## src/rtl/alu_op_defs.sv

```systemverilog
// HI/LO op-code constants and datapath width shared by the ID decoder and the EX mul/div unit.
package alu_op_defs;

  localparam int XLEN = 32;

  localparam logic [5:0] OP_MFHI  = 6'h10;
  localparam logic [5:0] OP_MTHI  = 6'h11;
  localparam logic [5:0] OP_MFLO  = 6'h12;
  localparam logic [5:0] OP_MTLO  = 6'h13;
  localparam logic [5:0] OP_MULT  = 6'h18;
  localparam logic [5:0] OP_MULTU = 6'h19;
  localparam logic [5:0] OP_DIV   = 6'h1A;
  localparam logic [5:0] OP_DIVU  = 6'h1B;

  typedef enum logic [1:0] {
    ST_IDLE = 2'd0,
    ST_CALC = 2'd1,
    ST_FIX  = 2'd2
  } md_state_e;

  function automatic logic is_hilo_op(input logic [5:0] op);
    return op inside {OP_MFHI, OP_MTHI, OP_MFLO, OP_MTLO,
                      OP_MULT, OP_MULTU, OP_DIV, OP_DIVU};
  endfunction

endpackage

```

## src/rtl/md_iter_core.sv

```systemverilog
// Unsigned iterative datapath: MSB-first shift-add multiply or restoring divide, one bit per step.
module md_iter_core #(
  parameter int XLEN = alu_op_defs::XLEN
) (
  input  logic              clk,
  input  logic              rst,
  input  logic              load,
  input  logic              step,
  input  logic              is_div,
  input  logic [XLEN-1:0]   shift_src,
  input  logic [XLEN-1:0]   fixed_src,
  output logic [2*XLEN-1:0] acc
);

  logic [2*XLEN-1:0] acc_q, acc_d;
  logic [XLEN-1:0]   sreg_q, sreg_d;
  logic [XLEN-1:0]   fixed_q, fixed_d;
  logic [XLEN:0]     rem_shift;
  logic [XLEN:0]     trial;

  // Divide keeps {remainder, quotient} in acc; sreg feeds multiplier/dividend bits MSB first.
  always_comb begin
    acc_d     = acc_q;
    sreg_d    = sreg_q;
    fixed_d   = fixed_q;
    rem_shift = {acc_q[2*XLEN-1:XLEN], sreg_q[XLEN-1]};
    trial     = rem_shift - {1'b0, fixed_q};
    if (load) begin
      acc_d   = '0;
      sreg_d  = shift_src;
      fixed_d = fixed_src;
    end else if (step) begin
      sreg_d = {sreg_q[XLEN-2:0], 1'b0};
      if (is_div) begin
        if (!trial[XLEN])
          acc_d = {trial[XLEN-1:0], acc_q[XLEN-2:0], 1'b1};
        else
          acc_d = {rem_shift[XLEN-1:0], acc_q[XLEN-2:0], 1'b0};
      end else begin
        acc_d = {acc_q[2*XLEN-2:0], 1'b0} +
                (sreg_q[XLEN-1] ? {{XLEN{1'b0}}, fixed_q} : {(2*XLEN){1'b0}});
      end
    end
  end

  always_ff @(posedge clk or posedge rst) begin
    if (rst) begin
      acc_q   <= '0;
      sreg_q  <= '0;
      fixed_q <= '0;
    end else begin
      acc_q   <= acc_d;
      sreg_q  <= sreg_d;
      fixed_q <= fixed_d;
    end
  end

  assign acc = acc_q;

endmodule

```

## src/rtl/ex_muldiv_unit.sv

```systemverilog
// EX-stage HI/LO unit: FSM, iteration counter, sign fix-up, HI/LO registers and hazard stall.
module ex_muldiv_unit #(
  parameter int XLEN  = alu_op_defs::XLEN,
  parameter int CNT_W = 5
) (
  input  logic            clk,
  input  logic            rst,
  input  logic            op_valid,
  input  logic [5:0]      alu_op,
  input  logic [XLEN-1:0] rs_data,
  input  logic [XLEN-1:0] rt_data,
  output logic            stall,
  output logic            busy,
  output logic [XLEN-1:0] hi,
  output logic [XLEN-1:0] lo,
  output logic [XLEN-1:0] mf_result,
  output logic            mf_valid
);
  import alu_op_defs::*;

  md_state_e         state_q, state_d;
  logic [CNT_W-1:0]  cnt_q, cnt_d;
  logic [XLEN-1:0]   hi_q, hi_d, lo_q, lo_d;
  logic              is_div_q, is_div_d;
  logic              neg_q_q, neg_q_d;   // quotient / product negate
  logic              neg_r_q, neg_r_d;   // remainder negate
  logic              div0_q, div0_d;

  logic              idle, hilo_op, accept_md, signed_op, div_op;
  logic              rs_neg, rt_neg;
  logic [XLEN-1:0]   rs_mag, rt_mag;
  logic [2*XLEN-1:0] acc, prod;
  logic [XLEN-1:0]   quot, rem;

  assign idle      = (state_q == ST_IDLE);
  assign hilo_op   = op_valid && is_hilo_op(alu_op);
  assign stall     = hilo_op && !idle;
  assign busy      = !idle;
  assign accept_md = hilo_op && idle && (alu_op inside {OP_MULT, OP_MULTU, OP_DIV, OP_DIVU});
  assign signed_op = (alu_op == OP_MULT) || (alu_op == OP_DIV);
  assign div_op    = (alu_op == OP_DIV) || (alu_op == OP_DIVU);
  assign rs_neg    = signed_op && rs_data[XLEN-1];
  assign rt_neg    = signed_op && rt_data[XLEN-1];
  assign rs_mag    = rs_neg ? -rs_data : rs_data;
  assign rt_mag    = rt_neg ? -rt_data : rt_data;

  md_iter_core #(.XLEN(XLEN)) u_core (
    .clk       (clk),
    .rst       (rst),
    .load      (accept_md),
    .step      (state_q == ST_CALC),
    .is_div    (is_div_q),
    .shift_src (div_op ? rs_mag : rt_mag),
    .fixed_src (div_op ? rt_mag : rs_mag),
    .acc       (acc)
  );

  assign prod = neg_q_q ? -acc : acc;
  assign quot = acc[XLEN-1:0];
  assign rem  = acc[2*XLEN-1:XLEN];

  always_comb begin
    state_d  = state_q;
    cnt_d    = cnt_q;
    hi_d     = hi_q;
    lo_d     = lo_q;
    is_div_d = is_div_q;
    neg_q_d  = neg_q_q;
    neg_r_d  = neg_r_q;
    div0_d   = div0_q;
    case (state_q)
      ST_IDLE: begin
        if (accept_md) begin
          state_d  = ST_CALC;
          cnt_d    = '0;
          is_div_d = div_op;
          neg_q_d  = rs_neg ^ rt_neg;
          neg_r_d  = rs_neg;
          div0_d   = div_op && (rt_data == '0);
        end else if (hilo_op && alu_op == OP_MTHI) begin
          hi_d = rs_data;
        end else if (hilo_op && alu_op == OP_MTLO) begin
          lo_d = rs_data;
        end
      end
      ST_CALC: begin
        cnt_d = cnt_q + 1'b1;
        if (cnt_q == {CNT_W{1'b1}}) state_d = ST_FIX;
      end
      ST_FIX: begin
        // A zero divisor leaves the dividend magnitude as remainder, so HI already equals rs.
        if (is_div_q) begin
          lo_d = div0_q ? {XLEN{1'b1}} : (neg_q_q ? -quot : quot);
          hi_d = neg_r_q ? -rem : rem;
        end else begin
          {hi_d, lo_d} = prod;
        end
        state_d = ST_IDLE;
      end
      default: state_d = ST_IDLE;
    endcase
  end

  always_ff @(posedge clk or posedge rst) begin
    if (rst) begin
      state_q  <= ST_IDLE;
      cnt_q    <= '0;
      hi_q     <= '0;
      lo_q     <= '0;
      is_div_q <= 1'b0;
      neg_q_q  <= 1'b0;
      neg_r_q  <= 1'b0;
      div0_q   <= 1'b0;
    end else begin
      state_q  <= state_d;
      cnt_q    <= cnt_d;
      hi_q     <= hi_d;
      lo_q     <= lo_d;
      is_div_q <= is_div_d;
      neg_q_q  <= neg_q_d;
      neg_r_q  <= neg_r_d;
      div0_q   <= div0_d;
    end
  end

  assign hi        = hi_q;
  assign lo        = lo_q;
  assign mf_valid  = hilo_op && idle && (alu_op == OP_MFHI || alu_op == OP_MFLO);
  assign mf_result = mf_valid ? ((alu_op == OP_MFHI) ? hi_q : lo_q) : '0;

endmodule

```

## config.mk

```make
export PLATFORM = sky130hd
export DESIGN_NAME = ex_muldiv_unit
export DESIGN_NICKNAME = d
export VERILOG_FILES = /design/src/rtl/alu_op_defs.sv /design/src/rtl/md_iter_core.sv /design/src/rtl/ex_muldiv_unit.sv
export SDC_FILE = /design/constraint.sdc
export NUM_CORES = 1
export LEC_CHECK = 0
export BUFFER_PORTS_ARGS = -buffer_cell sky130_fd_sc_hd__buf_4
export CORE_ASPECT_RATIO = 0.5
export CORE_MARGIN = 2
export CORE_UTILIZATION = 40
export CTS_CLUSTER_DIAMETER = 40
export DETAILED_ROUTE_END_ITERATION = 16
export MAX_ROUTING_LAYER = met4
export PLACE_DENSITY = 0.55
export SYNTH_ARGS = -nofsm -noshare
export SYNTH_HDL_FRONTEND = slang
export SYNTH_SLANG_ARGS = --single-unit
export TNS_END_PERCENT = 10
```

## constraint.sdc

```tcl
create_clock -name clk -period 7.8 [get_ports clk]
set_clock_uncertainty 0.1 [all_clocks]
set_input_delay 1.56 -clock clk [delete_from_list [all_inputs] [get_ports clk]]
set_output_delay 1.56 -clock clk [all_outputs]
set_load 0.02 [all_outputs]
```

==> results of run 1 <==
[Yosys cell counts (20+ instances only)]
library cell and instances:
xnor2_1 116, nor4_1 27, a21oi_1 189, o31ai_1 21, o21ai_0 237, clkbuf_1 147, nand3_1 55, o22ai_1 74
ha_1 71, inv_1 67, a21o_1 29, nor2_1 164, xor2_1 73, and3_1 39, nand2_1 279, dfrtp_1 203
a22oi_1 20, o211ai_1 20, nor3_1 32
[state kept, by name (all words and copies together) (netlist names)]
| signal | count |
|---|---|
| u_core.acc | 64 |
| hi | 32 |
| lo | 32 |
| u_core.fixed_q | 32 |
| u_core.sreg_q | 32 |
| cnt_q | 5 |
| state_q | 2 |
| div0_q | 1 |
| is_div_q | 1 |
| neg_q_q | 1 |
| neg_r_q | 1 |
[layout make-up]
class | count | area (um2)
Antenna cell | 1 | 2.50
Inverter | 67 | 259
Tap cell | 550 | 688
Clock inverter | 20 | 256
Sequential cell | 203 | 5080
Clock buffer | 42 | 975
Fill cell | 4268 | 22000
Timing Repair Buffer | 206 | 1550
Multi-Input combinational cell | 1761 | 10900
[where the power goes]
part	switching (mW)	leakage [nW]	internal, mW
Clock	0.618	0.606	1.04
Combinational	2.60	5.40	1.64
Sequential	0.659	2.33	1.41
[path summary, 6_finish.rpt]
path / from / slack, ns / to / cells past startpoint
worst min-delay path: u_core.sreg_q[18]$_DFFE_PP0P_ / 0.40 / u_core.sreg_q[18]$_DFFE_PP0P_ / 1
worst min register to register: u_core.sreg_q[18]$_DFFE_PP0P_ / 0.40 / u_core.sreg_q[18]$_DFFE_PP0P_ / 1
max in group asynchronous: rst / 4.82 / u_core.acc[58]$_DFFE_PP0P_ / 3
worst max register to register: u_core.fixed_q[0]$_DFFE_PP0N_ / 3.18 / u_core.acc[35]$_DFFE_PP0P_ / 13
min in group asynchronous: rst / 1.13 / u_core.sreg_q[9]$_DFFE_PP0P_ / 2
worst max-delay path: alu_op[2] / 1.78 / mf_result[16] / 8
[layer usage]
metal	vias to the layer above	routed length [um]
li1	8137	-
met1	8770	32600
met2	761	29900
met3	100	6990
met4	0	1340
met5	-	0
[logic make-up after synthesis]
kind of cell / count (synthesis) / share of synthesized area [%]
AOI/OAI and AO/OA: 763 / 28.1
xor gates and xnor gates: 189 / 9.82
adders and majority gates: 73 / 5.51
buffers and inverters: 228 / 5.14
DFF: 203 / 30.1
muxes: 19 / 1.17
and+or+nand+nor: 717 / 20.1
[worst max-delay path, delay by kind of cell]
family                 cells  cell delay [ns]
buffers and inverters      3             0.68
AOI/OAI and AO/OA          1             0.40
and+or+nand+nor            4             1.69
[stage by stage]
step	worst slack [ns]	util, %	instances
floorplan	0.601	-	2192
global placement	1.92	44.3	2787
detailed placement	1.82	44.3	2787
CTS	1.83	47.2	2849
global route	1.49	47.2	2849
finish	1.78	47.3	2850
==> reports/qor.tcl, run 1 <==
set qor(vias) 17800
set qor(setup_repair_after_global_routing_missed_its_margin) {false}
set qor(fp-row-count) 53
set qor(clock-root-buffer) {clkbuf_16}
set qor(io_buffer_count) 171
set qor(synth.distinct_cells) 81
set qor(postSynthRegisterBits) 203
set qor(clock_sink_count) 203
set qor(place_congestion) 0.991
set qor(numCtsBuffers) 34
set qor(via_count_of_the_first_global_routing_pass) 16200
set qor(clock_path_buffers) 3
set qor(grt_busiest_layer) {met1}
set qor(drt_first_pass_iters) 8
set qor(max_freq_mhz) 166
set qor(final_common_cell) {nand2_1}
set qor(seq_area_frac_synth_pct) 30.1
set qor(setup-violations-final) 0
set qor(vias_per_inst) 6.23
set qor(synthesis.nets) 2338
set qor(postSynth.asyncResetShare_pct) 100
set qor(p_per_area_mw_per_mm2) 404
set qor(post_synth_inst_count) 2192
set qor(post_synthesis_average_cell_area_um2) 7.69
set qor(timing.critical_path.mode_cell) {buf_4}
set qor(total_power_mw) 7.97
set qor(crit_slowest_cell) {nand2_1}
set qor(grt_first_pass_wirelength_mm) 105
set qor(most_frequent_cells_in_the_layout) {278 x nand2_1, 237 x o21ai_0, 206 x buf_4}
set qor(cts_htree_levels) 2
set qor(grtUsageMet3_pct) 7.26
set qor(run_status) {finished clean}
set qor(largest_net_degree_at_the_start_of_global_routing) 135
set qor(route.final.wire_length_mm) 70.8
set qor(gr_util_met2_pct) 47.1
set qor(grt-ovfl-total) 0
set qor(floorplan.initialDensity_pct) 40.3
set qor(clkTransAtPathRegs_ns) 0.05
set qor(hold_violations) 0
set qor(fp.dieArea_mm2) 0.0439
set qor(final_antenna_net_count) 0
set qor(ir_drop_v) 0.000178
set qor(post_cts.resized_instances) 0
set qor(clk_latency_ns) 0.54
set qor(final_cell_area_mm2) 0.0197
set qor(global_route.usage.met1_pct) 47.5
set qor(worstSetupStartpointType) {primary input}
set qor(hold_ws_ns) 0.396
set qor(synth.area.top_cells) {dfrtp_1 30%, o21ai_0 7.0%, nand2_1 6.2%, xnor2_1 6.0%, a21oi_1 5.6%}
set qor(timing.hold.worst.class) {reg2reg}
set qor(coreArea_mm2) 0.0418
set qor(detail_route.iter0.violations) 1896
set qor(finalSetupTns_ns) 0
set qor(timing.critical_path.slowest_cell_delay_ns) 0.75
set qor(area.growth.synth_to_final_pct) 17.2
set qor(boundaryPins) 172
set qor(cellLeakagePower_nw) 8.34
set qor(max_slew.worst_pin.slew_ns) 1.24
set qor(critical_path_class) {in2out}
set qor(die_h_um) 149
set qor(cts_hold_buf) 0
set qor(worst-endpoint-arrival_ns) 4.36
set qor(min_period_ns) 6.02
set qor(detail_route.wl_per_cell_um) 24.9
set qor(dpl_cell_area_mm2) 0.0185
set qor(postSynth.topFlopCell) {dfrtp_1}
set qor(fin_nets) 2419
set qor(max_slew_margin_pct) 17.0
set qor(clock_tree_from_tritoncts) {yes}
set qor(hpwlAfterDp_mm) 53.6
set qor(netlist_area_before_placement_mm2) 0.0168
set qor(gr-usage-all-layers_pct) 32.9
set qor(grt_antenna_before_repair) 3
set qor(detail_route.drc_violations) 0
set qor(synthesis.yosys.warnings) 0
set qor(postCtsSetupBuffers) 0
set qor(fp.dieW_um) 294
set qor(critPathMaxFanout) 36
set qor(report.final.slew_viol_count) 0
set qor(cap_viol_max_count) 0
set qor(post-synth-top-area-fraction_pct) 30.1
set qor(min_period_over_period_pct) 77.1
set qor(cp_cell_sequence) {buf_4 > nor3b_1 > nand2_1 > nor2_2 > buf_4 > nand2_1 > a21oi_1 > buf_4}
set qor(leading_area_contributor_after_synthesis) {dfrtp_1}
set qor(worst_setup_path_end_kind) {output pin}
set qor(post_synth_edffs) 0
set qor(share_of_final_layout_standard_cells_stronger_than_drive_strength_1_pct) 13.5
set qor(required_time_of_the_worst_setup_path_ns) 6.14
Power figures use the tool's default switching activity.
==> inputs of run 2 (changes only) <==
==> constraint.sdc (replaced) <==
create_clock -name clk -period 6.01 [get_ports clk]
set_clock_uncertainty 0.1 [all_clocks]
set_input_delay 1.202 -clock clk [delete_from_list [all_inputs] [get_ports clk]]
set_output_delay 1.202 -clock clk [all_outputs]
set_load 0.02 [all_outputs]
==> run 2 against run 1 <==
  * Sequential power rose by 28%
  * Register-to-register slack got worse by 1.7 ns
  * Non-clock buffer count grew 13
  * Utilization is 0.19 points higher
==> reports/qor.tcl, run 2 (synthesis results as in run 1) <==
set qor(reg_to_reg_endpoint) {u_core.acc[35]$_DFFE_PP0P_}
set qor(drt_first_pass_iters) 6
set qor(grt_busiest_layer) {met1}
set qor(run_status) {finished clean}
set qor(min_period_over_period_pct) 77.6
set qor(largest_register_ffs) 64
set qor(seqCellArea_mm2) 0.00508
set qor(clock-root-buffer) {clkbuf_16}
set qor(grt_first_pass_wirelength_mm) 106
set qor(clk_latency_ns) 0.55
set qor(critical_path_class) {in2out}
set qor(cellLeakagePower_nw) 8.39
set qor(reg2regPathDepth) 12
set qor(gr-usage-all-layers_pct) 33.2
set qor(dpl_cell_area_mm2) 0.0186
set qor(io_buffer_count) 171
set qor(rrSetupSlack_ns) 1.48
set qor(fp.dieW_um) 294
set qor(clock_path_buffers) 3
set qor(worst_setup_path_end_kind) {output pin}
set qor(detail_route.wl_per_cell_um) 25.2
set qor(power.combinational.fraction_pct) 54.7
set qor(fp-row-count) 53
set qor(hold_violations) 0
set qor(worst_hold_path_cells) 1
set qor(final_common_cell) {nand2_1}
set qor(global_route.usage.met1_pct) 48.7
set qor(power.switching_fraction_pct) 49.4
set qor(share_seq_of_total_power_pct) 25.5
set qor(required_time_of_the_worst_setup_path_ns) 4.71
set qor(largest_net_degree_at_the_start_of_global_routing) 141
set qor(place_congestion) 0.987
set qor(power.switching_mw) 5.12
set qor(clock_tree_from_tritoncts) {yes}
set qor(finalSetupTns_ns) 0
set qor(worst-endpoint-arrival_ns) 3.36
set qor(grt-ovfl-total) 0
set qor(cp-startpoint) {alu_op[5]}
set qor(area.growth.synth_to_final_pct) 17.6
set qor(postCtsSetupBuffers) 0
set qor(timing.critical_path.mode_cell) {buf_4}
set qor(final_cell_area_mm2) 0.0198
set qor(critPathMaxFanout) 22
set qor(setup_ws_ns) 1.35
set qor(via_count_of_the_first_global_routing_pass) 16200
set qor(worst_r2r_startpoint) {u_core.fixed_q[0]$_DFFE_PP0N_}
set qor(multi_input_logic_area_mm2) 0.0109
set qor(max_slew_margin_pct) 22.6
set qor(setup_repair_after_global_routing_missed_its_margin) {false}
set qor(clock_sink_count) 203
set qor(ir_drop_v) 0.000241
set qor(hold_ws_ns) 0.386
set qor(vias) 18000
set qor(fillerInstances) 4118
set qor(cellInternalPower_mw) 5.24
set qor(post_cts.resized_instances) 0
set qor(timing.hold.worst.class) {reg2reg}
set qor(hpwlAfterDp_mm) 54.7
set qor(cts_hold_buf) 0
set qor(cts_htree_levels) 2
set qor(cp_cell_sequence) {buf_4 > nor3b_1 > buf_4 > nand2_1 > nor2_2 > nand2_1 > buf_4 > a21oi_1 > buf_4}
set qor(floorplan.initialDensity_pct) 40.3
set qor(vias_per_inst) 6.29
set qor(min_period_ns) 4.66
set qor(fin_nets) 2433
set qor(grt_antenna_before_repair) 2
set qor(cap_viol_max_count) 0
set qor(gr_util_met2_pct) 46.8
set qor(grtUsageMet3_pct) 6.53
set qor(p_per_area_mw_per_mm2) 523
set qor(fp.dieArea_mm2) 0.0439
set qor(final_antenna_net_count) 0
set qor(worstSetupStartpointType) {primary input}
set qor(timing.critical_path.slowest_cell_delay_ns) 0.52
set qor(cp-endpoint) {mf_result[12]}
set qor(share_of_final_layout_standard_cells_stronger_than_drive_strength_1_pct) 14.0
set qor(die_h_um) 149
set qor(setup-violations-final) 0
set qor(boundaryPins) 172
set qor(detail_route.iter0.violations) 2352
set qor(most_frequent_cells_in_the_layout) {278 x nand2_1, 237 x o21ai_0, 216 x buf_4}
set qor(clockPowerShare_pct) 19.9
set qor(clkTransAtPathRegs_ns) 0.05
set qor(max_slew.worst_pin.slew_ns) 1.16
set qor(coreArea_mm2) 0.0418
set qor(numCtsBuffers) 35
set qor(detail_route.drc_violations) 0
set qor(number_of_diodes_added_for_antenna_fixing) 0
set qor(max_freq_mhz) 214
set qor(placement.setup.worst_slack_ns) 1.39
set qor(crit_slowest_cell) {nand2_1}
set qor(report.final.slew_viol_count) 0
set qor(route.final.wire_length_mm) 72.1
==> run 2: cell count changes in the layout (fill, tap and decap cells not counted), sizes merged <==
cell,delta
clkinvlp,+2
clkbuf,+1
clkinv,+5
buf,+13
bufinv,-2
diode,-1
inv,-4
==> run 2: worst min-delay path by stage <==
stage / startpoint / endpoint / slack (ns)
floorplan: div0_q$_DFFE_PP0P_ / div0_q$_DFFE_PP0P_ / 0.34
global placement: u_core.sreg_q[22]$_DFFE_PP0P_ / u_core.sreg_q[22]$_DFFE_PP0P_ / 0.37
detailed placement: u_core.sreg_q[21]$_DFFE_PP0P_ / u_core.sreg_q[21]$_DFFE_PP0P_ / 0.38
CTS: u_core.sreg_q[21]$_DFFE_PP0P_ / u_core.sreg_q[21]$_DFFE_PP0P_ / 0.39
global route: u_core.sreg_q[19]$_DFFE_PP0P_ / u_core.sreg_q[19]$_DFFE_PP0P_ / 0.41
finish: u_core.sreg_q[21]$_DFFE_PP0P_ / u_core.sreg_q[21]$_DFFE_PP0P_ / 0.39
==> run 2: worst max-delay path, delay by kind of cell <==
family,cells,cell delay (ns)
AND/OR/NAND/NOR,4,1.07
AO/OA/AOI/OAI,1,0.14
buffers and inverters,4,0.93
==> run 2: area by class of cell <==
type	count	share of cell area, %
multi-input cells	1761	55.2
clock inverters	21	1.07
inverters	67	1.29
repair buffers	219	8.48
clock buffers	43	4.88
flip-flops and latches	203	25.6
well taps	550	3.47
==> run 2: per-layer routing <==
metal / up-vias / part of all wire [%] / wire length [um]
li1: 8157 / - / -
met1: 8879 / 46 / 33000
met2: 885 / 42 / 30400
met3: 98 / 10 / 7330
met4: 0 / 1.8 / 1320
met5: - / 0 / 0
==> run 2: through the flow <==
| step | cells | util [%] | power (mW) |
|---|---|---|---|
| global route | 2864 | 47.4 | 11.0 |
| CTS | 2864 | 47.4 | 10.2 |
| detailed placement | 2800 | 44.6 | 8.14 |
| finish | 2864 | 47.4 | 10.4 |
| floorplan | 2192 | - | 6.21 |
| global placement | 2800 | 44.6 | 8.14 |
==> run 2: power groups by stage <==
stage	Sequential, mW	Clock, mW	Combinational, mW
3_5_place_dp	2.61	0	5.53
6_report	2.64	2.06	5.66
3_3_place_gp	2.61	0	5.53
2_1_floorplan	2.28	0	3.94
4_1_cts	2.59	2.07	5.56
5_1_grt	2.67	2.15	6.17
